### config.mk
export PLATFORM = sky130hd
export DESIGN_NAME = if_id_queue_flat
export DESIGN_NICKNAME = d
export VERILOG_FILES = /design/src/rtl/if_id_queue_if.sv /design/src/rtl/if_id_queue.sv /design/src/flat_wrapper.sv
export SDC_FILE = /design/constraint.sdc
export NUM_CORES = 1
export LEC_CHECK = 0
export BUFFER_PORTS_ARGS = -buffer_cell sky130_fd_sc_hd__buf_4
export CAP_MARGIN = 20
export CORE_UTILIZATION = 38
export DETAILED_ROUTE_END_ITERATION = 10
export PLACE_DENSITY = 0.58
export SETUP_SLACK_MARGIN = 0.02
export SLEW_MARGIN = 20
export SYNTH_ARGS = -nofsm -noshare
export SYNTH_HDL_FRONTEND = slang
export SYNTH_SLANG_ARGS = --single-unit
### constraint.sdc
create_clock -name clk -period 9.06 [get_ports clk]
set_clock_uncertainty 0.15 [all_clocks]
set_input_delay 0.453 -clock clk [delete_from_list [all_inputs] [get_ports clk]]
set_output_delay 0.453 -clock clk [all_outputs]
set_load 0.005 [all_outputs]
### src/rtl/if_id_queue_if.sv
// Fetch-to-decode handshake bundle: IF push side, ID pop side, flush and occupancy.
// The slave modport is the queue; the master modport is the surrounding pipeline.
interface if_id_queue_if #(
    parameter int ADDR_WIDTH = 32,
    parameter int INST_WIDTH = 32,
    parameter int CNT_WIDTH  = 3
);
    logic                  flush;
    logic                  ifValid;
    logic [ADDR_WIDTH-1:0] ifPC;
    logic [INST_WIDTH-1:0] ifInst;
    logic                  ifReady;
    logic                  idValid;
    logic [ADDR_WIDTH-1:0] idPC;
    logic [INST_WIDTH-1:0] idInst;
    logic                  idReady;
    logic [CNT_WIDTH-1:0]  count;

    modport slave (
        input  flush, ifValid, ifPC, ifInst, idReady,
        output ifReady, idValid, idPC, idInst, count
    );

    modport master (
        output flush, ifValid, ifPC, ifInst, idReady,
        input  ifReady, idValid, idPC, idInst, count
    );
endinterface

### src/rtl/if_id_queue.sv
// Circular-buffer IF/ID queue: DEPTH (PC, instruction) pairs in FIFO order,
// valid/ready on both sides, synchronous flush, NOP presented to ID when empty.
module if_id_queue #(
    parameter int ADDR_WIDTH = 32,
    parameter int INST_WIDTH = 32,
    parameter int DEPTH      = 4,
    parameter int CNT_WIDTH  = $clog2(DEPTH) + 1
) (
    input logic          clk,
    input logic          rst,
    if_id_queue_if.slave q
);
    localparam int                   PTR_W = $clog2(DEPTH);
    localparam logic [CNT_WIDTH-1:0] FULL  = CNT_WIDTH'(DEPTH);

    logic [ADDR_WIDTH-1:0] pc_mem   [DEPTH];
    logic [INST_WIDTH-1:0] inst_mem [DEPTH];
    logic [PTR_W-1:0]      head, tail;
    logic [CNT_WIDTH-1:0]  cnt;
    logic                  push, pop;

    // Ready comes from registered occupancy only, so ID stalls never ripple into IF.
    assign q.ifReady = (cnt != FULL);
    assign q.idValid = (cnt != '0);
    assign push      = q.ifValid & q.ifReady & ~q.flush;
    assign pop       = q.idValid & q.idReady & ~q.flush;

    assign q.idPC   = q.idValid ? pc_mem[head]   : '0;
    assign q.idInst = q.idValid ? inst_mem[head] : '0;
    assign q.count  = cnt;

    // Storage is not reset; head/count gate what ID can see.
    always_ff @(posedge clk) begin
        if (push) begin
            pc_mem[tail]   <= q.ifPC;
            inst_mem[tail] <= q.ifInst;
        end
    end

    always_ff @(posedge clk or posedge rst) begin
        if (rst) begin
            head <= '0;
            tail <= '0;
            cnt  <= '0;
        end else if (q.flush) begin
            head <= '0;
            tail <= '0;
            cnt  <= '0;
        end else begin
            if (push) tail <= tail + PTR_W'(1);
            if (pop)  head <= head + PTR_W'(1);
            case ({push, pop})
                2'b10:   cnt <= cnt + CNT_WIDTH'(1);
                2'b01:   cnt <= cnt - CNT_WIDTH'(1);
                default: cnt <= cnt;
            endcase
        end
    end
endmodule

### src/flat_wrapper.sv
// flat-port wrapper written by rule: the top's interface ports become plain ports
module if_id_queue_flat 
#(
    parameter int ADDR_WIDTH = 32,
    parameter int INST_WIDTH = 32,
    parameter int DEPTH      = 4,
    parameter int CNT_WIDTH  = $clog2(DEPTH) + 1
)
  (clk, rst, q_flush, q_ifValid, q_ifPC, q_ifInst, q_idReady, q_ifReady, q_idValid, q_idPC, q_idInst, q_count);
  if_id_queue_if #(.ADDR_WIDTH(ADDR_WIDTH), .INST_WIDTH(INST_WIDTH), .CNT_WIDTH(CNT_WIDTH)) q_i ();
  input logic clk;
  input logic rst;
  input wire logic [$bits(q_i.flush)-1:0] q_flush;
  input wire logic [$bits(q_i.ifValid)-1:0] q_ifValid;
  input wire logic [$bits(q_i.ifPC)-1:0] q_ifPC;
  input wire logic [$bits(q_i.ifInst)-1:0] q_ifInst;
  input wire logic [$bits(q_i.idReady)-1:0] q_idReady;
  output wire logic [$bits(q_i.ifReady)-1:0] q_ifReady;
  output wire logic [$bits(q_i.idValid)-1:0] q_idValid;
  output wire logic [$bits(q_i.idPC)-1:0] q_idPC;
  output wire logic [$bits(q_i.idInst)-1:0] q_idInst;
  output wire logic [$bits(q_i.count)-1:0] q_count;
  assign q_i.flush = q_flush;
  assign q_i.ifValid = q_ifValid;
  assign q_i.ifPC = q_ifPC;
  assign q_i.ifInst = q_ifInst;
  assign q_i.idReady = q_idReady;
  assign q_ifReady = q_i.ifReady;
  assign q_idValid = q_i.idValid;
  assign q_idPC = q_i.idPC;
  assign q_idInst = q_i.idInst;
  assign q_count = q_i.count;
  if_id_queue #(.ADDR_WIDTH(ADDR_WIDTH), .INST_WIDTH(INST_WIDTH), .DEPTH(DEPTH), .CNT_WIDTH(CNT_WIDTH)) u_core (.clk(clk), .rst(rst), .q(q_i));
endmodule
==> qor_table.md <==
| Result | This run |
|---|---|
| Warning count from the yosys run | 0 |
| Fin util | 0.499 |
| Worst setup path category | register to output pin |
| Crit path required time | 8460 ps |
| Power Dens Cells | 213 mW/mm2 |
| Final worst hold slack | 100 ps |
| Avg Vias per Cell | 4.95 |
| Netlist area before placement | 0.0102 mm2 |
| Max capacitance violation total | 0 |
| Number of instances in the placed design | 918 |
| Antenna violations before repair | 0 |
| CORE AREA | 0.0262 mm2 |
| P&R area growth vs syn | 28.1% |
| Weighted congestion at the end of routability-driven global placement | 0.705 |
| TritonCTS sink count | 263 |
| Worst Setup Start Kind | register |
| Share of flip-flops with an asynchronous set or reset after synthesis | 0.0266 |
| Critical path capture point type | output pin |
| Status | finished with violations |
| Final Setup Violations | 0 |
| Number of nets in the layout | 753 |
| Final Hold Violating Endpoints | 0 |
| Highest attainable clock frequency | 274 MHz |
| Area leader, netlist | sky130_fd_sc_hd__edfxtp_1 |
| Starting utilization of the core area | 0.390 |
| Final cycle utilization of the critical path | 0.403 |
| Final Max Slew Viols | 0 |
| Horizontal die dimension | 166 um |
| Clock edge transition at the registers on the reported setup and hold paths | 60 ps |
| Number of unique standard cell types used by synthesis | 35 |
| Type of the tightest min-delay check | input pin to register |
| Top cell family by delay on the critical path | buffers and inverters |
| Count of flip-flops with a built-in enable after synthesis | 256 |
| Length in cells of the worst reg-to-reg path | 3 |
| Library cell contributing the largest single delay on the critical path | sky130_fd_sc_hd__buf_4 |
| Synth Flop Type | sky130_fd_sc_hd__edfxtp_1 |
| WHS Endpoint | u_core.tail[1] |
| Average detailed-routed wire length per instance | 19.1 um |
| Reg2Reg Capture Point | u_core.inst_mem[0][13] |
| DRT iter0 DRCs | 297 |
| Mean instance size in the synthesized netlist | 21.7 um2 |
| Storage element area | 0.00787 mm2 |
| Slew of the pin with the lowest slew margin | 1030 ps |
| Number of global-route vias before repair | 5604 |
| Synthesized net count | 544 |
| Core Rows | 59 |
| Total placed instance area | 0.0115 mm2 |
| Antenna diodes | 0 |
| Largest cells by area after synthesis | sky130_fd_sc_hd__edfxtp_1, sky130_fd_sc_hd__mux4_2, sky130_fd_sc_hd__and2_1 |
| Global-route congestion overflow total | 0 |
| Placed wire-length estimate | 10500 um |
| Setup repair after global routing missed its margin | no |
| Count of buffering cells on the critical path with inverters included | 2 |
| Standby leakage power | 4.48 nW |
| Global routing usage summed across all routing layers | 0.146 |
| Setup TNS | 0 ps |
| Post-synthesis sequential element count | 263 |
| Max VDD drop | 0.000110 V |
| Reg-to-reg critical path startpoint | u_core.q.count[0] |
| Detailed Routing Iterations Pass 1 | 7 |
| IO Count | 138 |
| Via total after detailed routing | 5107 |
| Deepest level of the CTS H-tree | 1 |
| Number of buffers added by the clock tree synthesis step | 28 |
| Overall routed net length | 19800 um |
| Count of antenna-violating nets left after detailed routing | 0 |
| Worst Setup Slack, final | 5410 ps |
| Total DRC errors in the routed layout | 10 |
| Global-route wire length before repair | 31200 um |
| Most used cell along the critical path | sky130_fd_sc_hd__buf_4 |
| Portion of synthesized cell area occupied by the leading cell type | 0.753 |
| Final non-filler cell total | 1032 |
| Clock tree from TritonCTS | built |
| Setup Slack @ Placement | 5850 ps |
| Relative slew margins | 0.310 |
| Quantity of I/O buffers inserted on ports | 137 |
| Power Total | 2.79 mW |
| Min-Delay Startpoint | q_ifValid |
| Fraction of layout instances using a drive strength above 1 | 0.359 |
| Die height | 166 um |
| Arr. time, crit path | 3040 ps |
| Fillers | 2134 |
| Maximum number of pins on one net before global-route repair | 66 |
| Final instance area | 0.0131 mm2 |
| Violated checks | design-rule violations |
| Area enclosed by the die boundary | 0.0275 mm2 |
| Cell-by-cell trace of the critical path | buf_4, mux4_2, and2_1, buf_4 |
| Synthesized instance count | 470 |
| Area of the multi-input gates | 0.00218 mm2 |
| Worst-case register-to-register setup slack | 6450 ps |
| Proportion of synthesized chip area in sequential cells | 0.770 |
| Max stage delay on crit path | 800 ps |
| Most numerous cell types in the synthesized netlist | sky130_fd_sc_hd__edfxtp_1, sky130_fd_sc_hd__and2_1, sky130_fd_sc_hd__mux4_2 |
| Most instantiated library cell after synthesis | sky130_fd_sc_hd__edfxtp_1 |
| Maximum fanout encountered on the critical timing path | 42 |
| Clk_lat worst skew | 520 ps |
| Clock root cell | sky130_fd_sc_hd__clkbuf_16 |
| Period minus WS final | 3650 ps |
| Worst hold path depth | 3 |
| Deepest clock path buffer count | 3 |
## how the worst max path moves through the flow
stage / startpoint / to / slack, ps / cells past startpoint
after global placement: u_core.head[0] / q_idPC[28] / 5860 / 4
after CTS: u_core.head[0] / q_idPC[12] / 5280 / 4
after detailed placement: u_core.head[0] / q_idPC[10] / 5850 / 4
after floorplan: q_ifValid / u_core.inst_mem[0][0] / 5870 / 4
after global routing: u_core.head[0] / q_idPC[12] / 5130 / 4
final: u_core.head[0] / q_idInst[17] / 5410 / 4
## logic make-up after synthesis
logic type                 share of synthesized area
buffers and inverters                         0.0180
xor gates and xnor gates                     0.00257
DFF                                            0.770
and+or+nand+nor                               0.0511
muxes                                          0.142
AOI/OAI and AO/OA                            0.00943
adders and majority gates                    0.00686
## routing by layer
metal  part of all wire  up-vias  track usage  wire length, um
met1               0.44     2638        0.194             8660
met3              0.052       28       0.0238             1030
met5                  0        -            0                0
li1                   -     2317            -                -
met2               0.49      124        0.249             9750
met4              0.017        0       0.0394              328
## placed cells by master (no fill, tap or decap), types with 4 or more instances in the layout
master and n:
sky130_fd_sc_hd__ha_1 4, sky130_fd_sc_hd__buf_4 139, sky130_fd_sc_hd__mux4_2 64, sky130_fd_sc_hd__inv_1 7, sky130_fd_sc_hd__and2_1 64, sky130_fd_sc_hd__and2_4 4
sky130_fd_sc_hd__nor2_1 5, sky130_fd_sc_hd__dlygate4sd3_1 66, sky130_fd_sc_hd__clkbuf_1 8, sky130_fd_sc_hd__edfxtp_1 256, sky130_fd_sc_hd__clkinv_2 4, sky130_fd_sc_hd__nand3_1 4
sky130_fd_sc_hd__dfrtp_1 5, sky130_fd_sc_hd__clkbuf_16 29
## layout make-up
class / count / area share
Sequential cell: 263 / 0.602
Clock buffer: 40 / 0.0609
Multi-Input combinational cell: 174 / 0.167
Tap cell: 335 / 0.0320
Clock inverter: 8 / 0.00669
Timing Repair Buffer: 205 / 0.130
Inverter: 7 / 0.00201
## tightest hold or removal path: stages
cell                      delay (ps)
sky130_fd_sc_hd__buf_4           150
sky130_fd_sc_hd__nand3_1          70
sky130_fd_sc_hd__a21oi_1          50
## power breakdown
group	internal, mW	switching (mW)	leakage (nW)
logic	0.176	0.129	1.63
clock network	0.661	0.428	0.435
registers	1.37	0.0234	2.42
## timing repair
item | CTS | global route
hold buffers | 66 | 0
hold endpoints to repair | 265 | 0
resized for setup | 0 | 0
setup buffers | 0 | 0
## state kept, by name, indices dropped and copies added, names as in the netlist
name and count:
u_core.pc_mem 128, u_core.q.count 3, u_core.tail 2, u_core.inst_mem 128, u_core.head 2
(Power assumes the default switching activity.)
